### src/rtl/cla_pkg.sv
// Shared carry-look-ahead types and helpers for the ALU adder and the branch comparator.
package cla_pkg;

    localparam int MAX_LA = 8;

    typedef enum logic {
        OP_ADD = 1'b0,
        OP_SUB = 1'b1
    } op_e;

    typedef struct packed {
        logic p;
        logic g;
    } group_pg_t;

    // Carry out of the low n bits of a propagate/generate vector; bits at and above n are ignored.
    function automatic logic cla_cout(input logic [MAX_LA-1:0] p,
                                      input logic [MAX_LA-1:0] g,
                                      input logic              cin,
                                      input int                n);
        logic c;
        c = cin;
        for (int i = 0; i < MAX_LA; i++) begin
            if (i < n) begin
                c = g[i] | (p[i] & c);
            end else begin
                c = c;
            end
        end
        return c;
    endfunction

endpackage

### src/rtl/cla_group.sv
// One GROUP-bit look-ahead group: in-group carries and sum from p/g and the group carry-in,
// plus the group propagate/generate terms for the second-level carry network.
module cla_group
    import cla_pkg::*;
#(
    parameter int GROUP = 4
) (
    input  logic [GROUP-1:0] p,
    input  logic [GROUP-1:0] g,
    input  logic             cin,
    output logic [GROUP-1:0] sum,
    output logic             grp_p,
    output logic             grp_g
);

    logic [GROUP-1:0]  c_s;
    logic [MAX_LA-1:0] p_ext_s;
    logic [MAX_LA-1:0] g_ext_s;

    // In-group carries, sum bits and group P/G.
    always_comb begin
        c_s[0] = cin;
        for (int i = 0; i < GROUP - 1; i++) begin
            c_s[i+1] = g[i] | (p[i] & c_s[i]);
        end
        sum     = p ^ c_s;
        p_ext_s = '0;
        g_ext_s = '0;
        p_ext_s[GROUP-1:0] = p;
        g_ext_s[GROUP-1:0] = g;
        grp_p = &p;
        grp_g = cla_cout(p_ext_s, g_ext_s, 1'b0, GROUP);
    end

endmodule

### src/rtl/cla_pipelined_adder.sv
// Two-stage pipelined carry-look-ahead add/subtract unit with valid/ready on both sides.
// Stage 1 registers bit and group P/G terms; stage 2 resolves carries and registers sum and flags.
module cla_pipelined_adder
    import cla_pkg::*;
#(
    parameter int WIDTH = 32,
    parameter int GROUP = 4
) (
    input  logic             clk,
    input  logic             reset,
    input  logic             in_valid,
    output logic             in_ready,
    input  logic [WIDTH-1:0] in_a,
    input  logic [WIDTH-1:0] in_b,
    input  logic             in_cin,
    input  logic             in_sub,
    output logic             out_valid,
    input  logic             out_ready,
    output logic [WIDTH-1:0] out_sum,
    output logic             out_cout,
    output logic             out_ovf,
    output logic             out_zero
);

    localparam int NG = WIDTH / GROUP;

    generate
        if ((WIDTH % GROUP) != 0) begin : g_bad_width
            $error("cla_pipelined_adder: WIDTH must be a multiple of GROUP");
        end
        if ((GROUP < 2) || (GROUP > MAX_LA)) begin : g_bad_group
            $error("cla_pipelined_adder: GROUP must be in 2..8");
        end
    endgenerate

    op_e                  op_s;
    logic [WIDTH-1:0]     bp_s;
    logic                 c0_s;
    logic [WIDTH-1:0]     p_s;
    logic [WIDTH-1:0]     g_s;
    group_pg_t [NG-1:0]   grp_s;

    logic                 s1_valid_r;
    logic [WIDTH-1:0]     a_r;
    logic [WIDTH-1:0]     bp_r;
    logic                 c0_r;
    logic [WIDTH-1:0]     p_r;
    logic [WIDTH-1:0]     g_r;
    group_pg_t [NG-1:0]   grp_r;

    logic [NG:0]          gc_s;
    logic [WIDTH-1:0]     sum_s;
    logic                 cout_s;
    logic                 ovf_s;
    logic                 zero_s;
    logic [NG-1:0]        unused_grp_p_s;
    logic [NG-1:0]        unused_grp_g_s;

    logic                 advance_s;
    logic                 in_ready_s;
    logic                 accept_s;

    logic                 out_valid_r;
    logic [WIDTH-1:0]     out_sum_r;
    logic                 out_cout_r;
    logic                 out_ovf_r;
    logic                 out_zero_r;

    // Handshake: stage 2 drains when the output slot is free or being consumed.
    always_comb begin
        advance_s  = s1_valid_r & (~out_valid_r | out_ready);
        in_ready_s = ~s1_valid_r | advance_s;
        accept_s   = in_valid & in_ready_s;
    end

    // Stage-1 operand conditioning, bit terms and first-level group P/G.
    always_comb begin
        logic [MAX_LA-1:0] pe;
        logic [MAX_LA-1:0] ge;
        op_s = op_e'(in_sub);
        if (op_s == OP_SUB) begin
            bp_s = ~in_b;
            c0_s = 1'b1;
        end else begin
            bp_s = in_b;
            c0_s = in_cin;
        end
        p_s = in_a ^ bp_s;
        g_s = in_a & bp_s;
        for (int k = 0; k < NG; k++) begin
            pe = '0;
            ge = '0;
            pe[GROUP-1:0] = p_s[k*GROUP +: GROUP];
            ge[GROUP-1:0] = g_s[k*GROUP +: GROUP];
            grp_s[k].p = &p_s[k*GROUP +: GROUP];
            grp_s[k].g = cla_cout(pe, ge, 1'b0, GROUP);
        end
    end

    // Stage-1 pipeline register; holds while stalled.
    always_ff @(posedge clk or posedge reset) begin
        if (reset) begin
            s1_valid_r <= 1'b0;
            a_r        <= '0;
            bp_r       <= '0;
            c0_r       <= 1'b0;
            p_r        <= '0;
            g_r        <= '0;
            grp_r      <= '0;
        end else begin
            if (in_ready_s) begin
                s1_valid_r <= in_valid;
            end else begin
                s1_valid_r <= s1_valid_r;
            end
            if (accept_s) begin
                a_r   <= in_a;
                bp_r  <= bp_s;
                c0_r  <= c0_s;
                p_r   <= p_s;
                g_r   <= g_s;
                grp_r <= grp_s;
            end else begin
                a_r   <= a_r;
                bp_r  <= bp_r;
                c0_r  <= c0_r;
                p_r   <= p_r;
                g_r   <= g_r;
                grp_r <= grp_r;
            end
        end
    end

    // Second-level carry network across groups.
    always_comb begin
        gc_s[0] = c0_r;
        for (int k = 0; k < NG; k++) begin
            gc_s[k+1] = grp_r[k].g | (grp_r[k].p & gc_s[k]);
        end
    end

    generate
        for (genvar k = 0; k < NG; k++) begin : g_grp
            cla_group #(.GROUP(GROUP)) u_grp (
                .p     (p_r[k*GROUP +: GROUP]),
                .g     (g_r[k*GROUP +: GROUP]),
                .cin   (gc_s[k]),
                .sum   (sum_s[k*GROUP +: GROUP]),
                .grp_p (unused_grp_p_s[k]),
                .grp_g (unused_grp_g_s[k])
            );
        end
    endgenerate

    // Flags: overflow when both addends share a sign the result does not.
    always_comb begin
        cout_s = gc_s[NG];
        ovf_s  = ~(a_r[WIDTH-1] ^ bp_r[WIDTH-1]) & (sum_s[WIDTH-1] ^ a_r[WIDTH-1]);
        zero_s = ~|sum_s;
    end

    // Output register; result held until consumed, last value kept when empty.
    always_ff @(posedge clk or posedge reset) begin
        if (reset) begin
            out_valid_r <= 1'b0;
            out_sum_r   <= '0;
            out_cout_r  <= 1'b0;
            out_ovf_r   <= 1'b0;
            out_zero_r  <= 1'b0;
        end else if (advance_s) begin
            out_valid_r <= 1'b1;
            out_sum_r   <= sum_s;
            out_cout_r  <= cout_s;
            out_ovf_r   <= ovf_s;
            out_zero_r  <= zero_s;
        end else if (out_ready) begin
            out_valid_r <= 1'b0;
        end else begin
            out_valid_r <= out_valid_r;
        end
    end

    assign in_ready  = in_ready_s;
    assign out_valid = out_valid_r;
    assign out_sum   = out_sum_r;
    assign out_cout  = out_cout_r;
    assign out_ovf   = out_ovf_r;
    assign out_zero  = out_zero_r;

endmodule
### config.mk
export PLATFORM = sky130hd
export DESIGN_NAME = cla_pipelined_adder
export DESIGN_NICKNAME = d
export VERILOG_FILES = /design/src/rtl/cla_pkg.sv /design/src/rtl/cla_group.sv /design/src/rtl/cla_pipelined_adder.sv
export SDC_FILE = /design/constraint.sdc
export NUM_CORES = 1
export LEC_CHECK = 0
export BUFFER_PORTS_ARGS = -buffer_cell sky130_fd_sc_hd__buf_4
export CAP_MARGIN = 25
export CORE_MARGIN = 1.5
export CORE_UTILIZATION = 56
export DETAILED_ROUTE_END_ITERATION = 8
export GPL_ROUTABILITY_DRIVEN = 0
export PLACE_DENSITY = 0.8
export SYNTH_ARGS = -nofsm -noshare
export SYNTH_HDL_FRONTEND = slang
export SYNTH_SLANG_ARGS = --single-unit
### constraint.sdc
create_clock -name clk -period 4.6 [get_ports clk]
set_input_delay 0.46 -clock clk [delete_from_list [all_inputs] [get_ports clk]]
set_output_delay 0.46 -clock clk [all_outputs]
set_load 0.005 [all_outputs]
# Word-level counts from Yosys, hierarchy flattened
# Cells that the tools add are included.
dict set report word_totals {
  register_bits 181
  input_bits 70
  out_inout_bits 37
  wordCells 175
}
dict set report op_classes {
  muxes 4
  n_bitwise 133
  reduce_logical 11
}
# op n
set op_table {}
lappend op_table {{bitwise AND 1 bit} 59}
lappend op_table {{bitwise OR 1 bit} 58}
lappend op_table {{bitwise AND 32 bit} 1}
lappend op_table {{2-to-1 mux 32 bit} 1}
lappend op_table {{inverter 32 bit} 1}
lappend op_table {{AND reduction 4 bit} 8}
lappend op_table {{OR reduction 32 bit} 1}
lappend op_table {{XOR 32 bit} 1}
lappend op_table {{XOR 4 bit} 8}
lappend op_table {{2-to-1 mux 1 bit} 3}
lappend op_table {{inverter 1 bit} 3}
lappend op_table {{nonzero test 2 bit} 1}
lappend op_table {{XOR 1 bit} 2}
lappend op_table {{logical NOT 1 bit} 1}

# Logic depth before layout (Yosys ltp)
# Gate-level depths: netlist (run 1).
dict set report logic_depth {
  depth_word 23
  mapped_depth 13
}

# By module
# From an unflattened synthesis (run 1), not the netlist that was laid out.
dict set report unflattened {
  cells_unflattened 507
  area_unflattened_um2 6623.9
}
# module n_inst cells_per_inst area_each_um2
set modules_own_cells {}
lappend modules_own_cells {cla_pipelined_adder 1 411 5903.2}
lappend modules_own_cells {cla_group 8 12 90.1}

# Worst setup path after synthesis (run 1)
# OpenSTA, ideal clock, no wires.
dict set report synth_path {
  path_type {reg2reg}
  from {register c0_r}
  to {register out_zero_r (netlist: out_zero)}
  setup_ps 67
  t_arrival_ps 3149
  required_ps 4533
  slack_ps 1383
  stages_incl_launch_ff 14
  n_path_buf 0
  period_less_slack_ps 3217
  cell_sequence {dfrtp_1 > a21o_1 > a311o_2 > a21o_1 > a21o_1 > ha_1 > or2_2 > ha_1 > or2_2 > ha_1 > nor4_1 > nand4_1 > nor3_1 > a32o_1}
}
dict set report synth_between {
  word_cells_on_any_way 72
  classes_between {bitwise: 70; reduce/logical: 2}
}
# element line_no
set synth_lines {}
lappend synth_lines {{start: declaration} cla_pipelined_adder.sv:46} ;# logic c0_r;
lappend synth_lines {{start signal: assignment} cla_pipelined_adder.sv:119} ;# c0_r <= c0_s;
lappend synth_lines {{start signal: assignment} cla_pipelined_adder.sv:126} ;# c0_r <= c0_r;
lappend synth_lines {{bitwise AND 1 bit} cla_pipelined_adder.sv:138} ;# gc_s[k+1] = grp_r[k].g | (grp_r[k].p & gc_s[k]);
lappend synth_lines {{bitwise OR 1 bit} cla_pipelined_adder.sv:138}
lappend synth_lines {{bitwise AND 1 bit} cla_pipelined_adder.sv:138}
lappend synth_lines {{bitwise OR 1 bit} cla_pipelined_adder.sv:138}
lappend synth_lines {{bitwise AND 1 bit} cla_pipelined_adder.sv:138}
lappend synth_lines {{bitwise OR 1 bit} cla_pipelined_adder.sv:138}
lappend synth_lines {{bitwise AND 1 bit} cla_pipelined_adder.sv:138}
lappend synth_lines {{bitwise OR 1 bit} cla_pipelined_adder.sv:138}
lappend synth_lines {{(+2 left out)} -}
lappend synth_lines {{bitwise AND 1 bit} cla_group.sv:24} ;# c_s[i+1] = g[i] | (p[i] & c_s[i]);
lappend synth_lines {{bitwise OR 1 bit} cla_group.sv:24}
lappend synth_lines {{bitwise AND 1 bit} cla_group.sv:24}
lappend synth_lines {{bitwise OR 1 bit} cla_group.sv:24}
lappend synth_lines {{XOR 4 bit} cla_group.sv:26} ;# sum = p ^ c_s;
lappend synth_lines {{via g_grp[5].u_grp.sum[2]} cla_group.sv:11} ;# output logic [GROUP-1:0] sum,
lappend synth_lines {{OR reduction 32 bit} cla_pipelined_adder.sv:159} ;# zero_s = ~|sum_s;
lappend synth_lines {{logical NOT 1 bit} cla_pipelined_adder.sv:159}
lappend synth_lines {{end signal: assignment} cla_pipelined_adder.sv:175} ;# out_zero_r <= zero_s;
lappend synth_lines {{end: declaration} cla_pipelined_adder.sv:67} ;# logic out_zero_r;
# The timed path passes the listed nets, and every way through them passes these cells.
# A chain may end at the register's enable or synchronous reset.

# Final worst setup path (run 1)
# Ends and elaborated chain as after synthesis.

==> metrics.txt, run 1 <==
outcome completed; layout cells sized above 1 0.4252; Final Hold Vio Count 0; commonest non-fill, non-tap cell in the layout dfrtp_1; largest family of logic cells by synthesized area multiplexers; Placed Cells incl. Taps 671; cell leakage power between 3 and 4 nW; fin nets 676; initial antenna violation count 0; full die area 0.01083 mm^2; Post-CTS Resized 0; # rows 36; Synth Net Count roughly 580; final period demand of the worst path ~3.5 ns; M3 GR Usage 0.03885; Final Max Tran Viols 0; slew margin rel. 0.3732; drt first-iter violations 120; Yosys reg bits 112; YS warnings 0; Comb pwr share 0.354; clock root buffer clkbuf_8; vias in the first global route about 4100; TritonCTS clock tree done; sequential share of power 0.463; Routed Wire Length 12170 um; M2 GR Usage 0.4054; Setup CP Type reg2reg; compound-gate portion of the synthesized area 0.05817; Psw 0.9823 mW; post-synthesis sequential area ratio 0.4898; critical path, cell by cell a21o_1 -> a311o_2 -> a21o_1 -> a21o_1 -> ha_1 -> or2_2 -> ha_1 -> or2_2 -> ha_1 -> nor4_1 -> nand4_1 -> nor3_1 -> a32o_1; Worst-Skew Late Latency about 0.38 ns; IO buf count 106; VDD IR-drop max 225.4 uV; area of the multi-input gates roughly 0.0028 mm^2; Cell Count, Final, Fillers Out roughly 700; Least-Margin Pin Slew 0.9369 ns; CTS buffer count 9; Hold WC Path Type in2async; clock power share 0.183; DP Area 0.006604 mm^2; via count ~3800; CORE AREA 0.009864 mm^2; clock-pin slew on the worst setup and hold paths 0.10 ns; # IOs 107; # Post-CTS Setup Buffers 0; Critical Path AT 3.81 ns; filler instances ~750; Die W around 100 um; WL/cell 17.68 um; Max Clk Rate 286.6 MHz; Critical Path Sink Type flop; antenna viol nets, final 0; Register Area around 0.0028 mm^2; post-synthesis adder-cell area fraction 0.1225; Yosys cell types 28; hold_buf cts 0; WP data required about 4.9 ns; pwr/cell area approximately 460 mW/mm^2; Starting Density 0.5800; post-synthesis xor/xnor area fraction 0.06123; max-cap viol count 0; area grow syn2layout 19.22%; Final TNS setup 0 ns; vias per std cell 5.515; Internal Power approximately 2.1 mW; Max stage delay on crit path 0.44 ns; period utilization 0.7585; Clock Sinks 112; Setup crit start kind flop; simple-gate share of the synthesized area 0.06954; H-tree depth 3; CTS max path bufs 2; final setup vio count 0; RSZ-0062 raised after global routing no; Syn Area/Cell between 10 and 15 um^2; pin count of the biggest net entering global routing 93; Netlist Area Pre-Place 0.005722 mm^2; global-route wire length before repair 19990 um; Switching Fraction 0.3157; n_diodes 0; hpwl dp ~9000 um; GR peak layer met2; CP max stage cell a311o_2; commonest cells after routing, fill and taps aside 112 x dfrtp_1, 107 x buf_4, 90 x mux2_2, 56 x ha_1, 32 x xor2_1; met1 GRT Util 0.3069; total iterations of the first detailed-routing run 4; Design Area, Final around 0.007 mm^2; Tot GR Track Use 0.2353; Pwr Total 3.112 mW; Worst Path Max Fanout 4; post-route DRC violation count 0; mux contribution to synthesized area 0.1806; GRT Residual Overflow 0; Layout Skew 0.01086 ns; Cells after Synth 449; die height approximately 100 um
-- per-stage QoR --
step	hold WS, ns	util	setup slack, ns
2_1_floorplan	0.4418	-	1.181
4_1_cts	0.2797	0.6887	1.079
3_5_place_dp	0.4805	0.6695	1.107
3_3_place_gp	0.4604	0.6695	1.191
5_1_grt	0.3042	0.6915	0.8557
6_report	0.2563	0.6915	1.111
-- final timing paths --
check,from,endpoint,slack (ns),depth (start not counted)
max,c0_r$_DFFE_PP0P_,out_zero$_DFFE_PP0P_,1.11,13
min,reset,p_r[10]$_DFFE_PP0P_,0.26,2
max reg2reg,c0_r$_DFFE_PP0P_,out_zero$_DFFE_PP0P_,1.11,13
min reg2reg,grp_r[1]$_DFFE_PP0P_,grp_r[1]$_DFFE_PP0P_,0.50,2
max in group asynchronous,reset,out_cout$_DFFE_PP0P_,3.23,3
min in group clk,in_valid,s1_valid_r$_DFFE_PP0N_,0.29,2
-- sequential cells by signal (all words and copies together) (netlist names), 16 cells and up --
signal,count
g_r,24
grp_r,16
out_sum,32
p_r,32
-- worst max-delay path, delay by kind of cell, from the launching register on --
| kind | cells | cell delay, ns |
|---|---|---|
| flip-flops | 1 | 0.41 |
| AND/OR/NAND/NOR | 5 | 1.14 |
| adder cells (fa/ha/maj) | 3 | 0.65 |
| AO/OA/AOI/OAI | 5 | 1.24 |
-- power by group through the flow --
stage / sequential, mW / clock, mW / combinational (mW)
3_3_place_gp: 1.44 / 0 / 1.06
5_1_grt: 1.47 / 0.614 / 1.21
6_report: 1.44 / 0.570 / 1.10
4_1_cts: 1.44 / 0.579 / 1.11
2_1_floorplan: 1.41 / 0 / 0.619
3_5_place_dp: 1.46 / 0 / 1.10
-- final cells by class --
type                    instances  area share
clock inverters                 5    0.005686
well taps                     133     0.02439
clock buffers                  11     0.02219
multi-input cells             318      0.4142
inverters                       1   0.0009171
flip-flops and latches        112      0.4109
repair buffers                108      0.1218
-- routing by layer --
metal	vias to the layer above	routed length [um]
met5	-	0
met1	1895	5474
met3	10	337
met4	0	159
li1	1816	-
met2	73	6194
-- kinds of logic (layout without fill, tap and decap cells) --
group,Yosys count,count (layout)
and+or+nand+nor,77,77
AOI/OAI and AO/OA,53,53
xor gates and xnor gates,40,40
DFF,112,112
adders and majority gates,56,56
muxes,92,92
buffers and inverters,19,125
-- Yosys cell counts --
master,n,share of area
a32o_1,1,0.0017
o21a_1,1,0.0013
a21o_1,19,0.025
or2_2,17,0.019
and2_1,2,0.0022
buf_4,5,0.0066
nor2_1,12,0.0079
nor4_1,8,0.0087
nand2b_1,4,0.0044
or3_1,1,0.0011
xnor2_1,8,0.012
o211ai_1,1,0.0013
a21o_2,1,0.0015
nand4_1,9,0.0098
ha_1,56,0.12
a21oi_1,10,0.0087
nor3_1,2,0.0017
a311o_2,1,0.0020
xor2_1,32,0.049
mux2i_1,2,0.0035
clkbuf_1,2,0.0013
nand3b_1,1,0.0013
o21ai_0,19,0.017
nand2_1,21,0.014
buf_2,11,0.0096
dfrtp_1,112,0.49
inv_1,1,0.00066
mux2_2,90,0.18
Note: power is estimated with default switching activity, not from simulation.
==> inputs of run 2 (changes only) <==
--- a/config.mk
+++ b/config.mk
@@ -5,13 +5,14 @@
 export SDC_FILE = /design/constraint.sdc
 export NUM_CORES = 1
 export LEC_CHECK = 0
+export ABC_AREA = 1
 export BUFFER_PORTS_ARGS = -buffer_cell sky130_fd_sc_hd__buf_4
 export CAP_MARGIN = 25
 export CORE_MARGIN = 1.5
-export CORE_UTILIZATION = 56
+export CORE_UTILIZATION = 50
 export DETAILED_ROUTE_END_ITERATION = 8
 export GPL_ROUTABILITY_DRIVEN = 0
-export PLACE_DENSITY = 0.8
+export PLACE_DENSITY = 0.76
 export SYNTH_ARGS = -nofsm -noshare
 export SYNTH_HDL_FRONTEND = slang
 export SYNTH_SLANG_ARGS = --single-unit
==> constraint.sdc (replaced) <==
create_clock -name clk -period 3 [get_ports clk]
set_input_delay 0.3 -clock clk [delete_from_list [all_inputs] [get_ports clk]]
set_output_delay 0.3 -clock clk [all_outputs]
set_load 0.005 [all_outputs]
==> run 2 against run 1 <==
The flow now finishes with violations (setup timing). Critical endpoint unchanged. Synthesized cell count up 41%. Register-to-register slack worse by 1.3 ns. Core utilization down 3.0 points. Setup slack worse by 1.3 ns. Non-clock buffer count up 30. Critical path depth up 13. Fmax up 9.1%. First-iteration DRC count rose to 2.5 times the previous value.
==> metrics.txt, run 2 <==
# rows 38; Netlist Area Pre-Place 0.005738 mm^2; Critical R2R Capture out_zero$_DFFE_PP0P_; global-route wire length before repair 21750 um; IO buf count around 110; area grow syn2layout 27.19%; fin nets 883; cell leakage power between 3 and 4 nW; Yosys cell types 26; Switching Fraction 0.3216; commonest non-fill, non-tap cell in the layout nand2_1; Synth top area share 0.4884; CTS max path bufs 2; vias per std cell 5.245; sequential share of power 0.423; final setup vio count 1; slew margin rel. 0.4076; CORE AREA between 0.01 and 0.015 mm^2; TritonCTS clock tree done; Yosys reg bits roughly 110; initial antenna violation count 0; drt first-iter violations a little over 300; violated checks setup timing; worst flop-to-flop path startpoint c0_r$_DFFE_PP0P_; Tot GR Track Use 0.2331; WP data required 3.28 ns; period utilization 1.066; full die area 0.01213 mm^2; Internal Power around 3.5 mW; die height 110.1 um; # IOs 107; n_diodes 0; hold_buf cts 0; cell taking the most area after synthesis dfrtp_1; pin count of the biggest net entering global routing between 90 and 100; Max Clk Rate 312.6 MHz; pwr/cell area 702.8 mW/mm^2; post-synthesis sequential area ratio 0.4884; Starting Density 0.5202; Comb pwr share 0.346; worst setup margin -0.1990 ns; Psw approximately 1.6 mW; Cells after Synth 633; clock-pin slew on the worst setup and hold paths 0.07 ns; Worst-Skew Late Latency 0.34 ns; outcome complete, but fails checks; Synth Net Count roughly 760; post-route DRC violation count 0; clock root buffer clkbuf_16; Critical Path AT 3.48 ns; WL/cell 14.63 um; Die W 110.1 um; Clock Sinks around 110; Post-synth top cells 195 x nand2_1, 112 x dfrtp_1, 66 x o21ai_0, 56 x ha_1, 51 x inv_1; VDD IR-drop max around 340 uV; Critical Path Sink Type flop; clock power share 0.231; GRT Residual Overflow 0; Routed Wire Length between 10000 and 15000 um; commonest cells after routing, fill and taps aside 193 x nand2_1, 135 x buf_4, 112 x dfrtp_1, 66 x o21ai_0; CTS buffer count 9; Worst Path Max Fanout 2; met1 GRT Util 0.3313; ys flop type dfrtp_1; number of flops mapped to enable cells by yosys 0; vias in the first global route 4570; Setup crit start kind flop; M2 GR Usage 0.3625; total iterations of the first detailed-routing run 5; antenna viol nets, final 0; via count 4731; Syn Area/Cell 9.065 um^2; top-count cell post-synth nand2_1; worst-case reg-to-reg path depth 26; Final Max Tran Viols 0; Layout Skew 0.007702 ns; Core Util, Final 0.6616; Least-Margin Pin Slew 0.8887 ns; synth top area cells dfrtp_1 49%, nand2_1 13%, ha_1 12%; Final TNS setup -0.1990 ns; Hold WC Path Type in2async; H-tree depth 3; Setup CP Type reg2reg; GR peak layer met2; layout cells sized above 1 0.2677; hpwl dp a little over 9000 um; Final Hold Vio Count 0; asr flop ratio synth 1.000; Reg2Reg Setup Slack -0.20 ns; RSZ-0062 raised after global routing yes; max-cap viol count 0; final period demand of the worst path 3.199 ns; YS warnings 0; M3 GR Usage 0.02704
## run 2: per-stage QoR
step | instance area [um^2] | setup slack (ns) | std cells | total power, mW | hold slack, ns
final | 7298 | -0.1990 | 902 | 5.129 | 0.04466
after global routing | 7298 | -0.4332 | 902 | 5.488 | 0.1020
after CTS | 7242 | -0.1508 | 903 | 5.087 | 0.05894
after detailed placement | 6733 | -0.2114 | 869 | 3.757 | 0.4289
after global placement | 6733 | -0.08042 | 869 | 3.700 | 0.4224
after floorplan | 5742 | 0.03414 | 633 | 2.977 | 0.4096
## run 2: worst max path at each step
stage,startpoint,end,cells past startpoint
after floorplan,c0_r$_DFFE_PP0P_,out_zero$_DFFE_PP0P_,26
final,c0_r$_DFFE_PP0P_,out_zero$_DFFE_PP0P_,26
after CTS,grp_r[1]$_DFFE_PP0P_,out_zero$_DFFE_PP0P_,26
after global placement,c0_r$_DFFE_PP0P_,out_zero$_DFFE_PP0P_,26
after global routing,c0_r$_DFFE_PP0P_,out_zero$_DFFE_PP0P_,26
after detailed placement,c0_r$_DFFE_PP0P_,out_zero$_DFFE_PP0P_,26
## run 2: layout make-up
class	instances	area [um^2]
clock buffer	11	242.7
clock inverter	5	56.30
fill	863	3732
inverter	55	224.0
multi-input combinational	441	2741
sequential	112	2803
tap	140	175.2
timing repair buffer	138	1056
## run 2: power by group through the flow
stage / registers [mW] / clock network, mW / logic, mW
final: 2.17 / 1.18 / 1.78
after global routing: 2.22 / 1.26 / 2.01
after CTS: 2.16 / 1.20 / 1.73
after detailed placement: 2.18 / 0 / 1.58
after global placement: 2.16 / 0 / 1.54
after floorplan: 2.14 / 0 / 0.841
## run 2: cell families (layout without fill, tap and decap cells)
group / after synthesis / in the layout / synth area share
AND/OR/NAND/NOR: 257 / 257 / 0.1873
AO/OA/AOI/OAI: 88 / 88 / 0.08395
flip-flops: 112 / 112 / 0.4884
adder cells (fa/ha/maj): 56 / 56 / 0.1221
buffers and inverters: 80 / 209 / 0.05713
XOR/XNOR: 40 / 40 / 0.06106
## run 2: critical path, cell delays in order (launching register included)
cell and delay [ns]:
dfrtp_1 0.39, nand2_2 0.07, nand2_2 0.05, nand2_2 0.05, nand2_2 0.05, nand2_2 0.05, nand2_2 0.06, nand2_2 0.07
nand2_2 0.06, nand2_2 0.06, nand2_2 0.05, nand2_2 0.06, nand2_2 0.06, nand2_2 0.08, nand2_4 0.06, ha_4 0.16
or2_4 0.23, ha_4 0.15, or2_4 0.23, ha_4 0.16, nor2_4 0.10, xor2_2 0.08, nor4_1 0.26, nand4_1 0.17
nor3_2 0.18, nand3_1 0.13, nand2_1 0.07
## run 2: layer usage
layer | share of wire | vias up
met1 | 0.46 | 2265
li1 | - | 2282
met4 | 0.024 | 0
met2 | 0.46 | 156
met3 | 0.054 | 28
met5 | 0 | -
## run 2: timing repair
action	CTS	global route
pin swaps	14	21
setup buffers	18	4
gates resized for setup	16	14
setup endpoints to repair	2	5
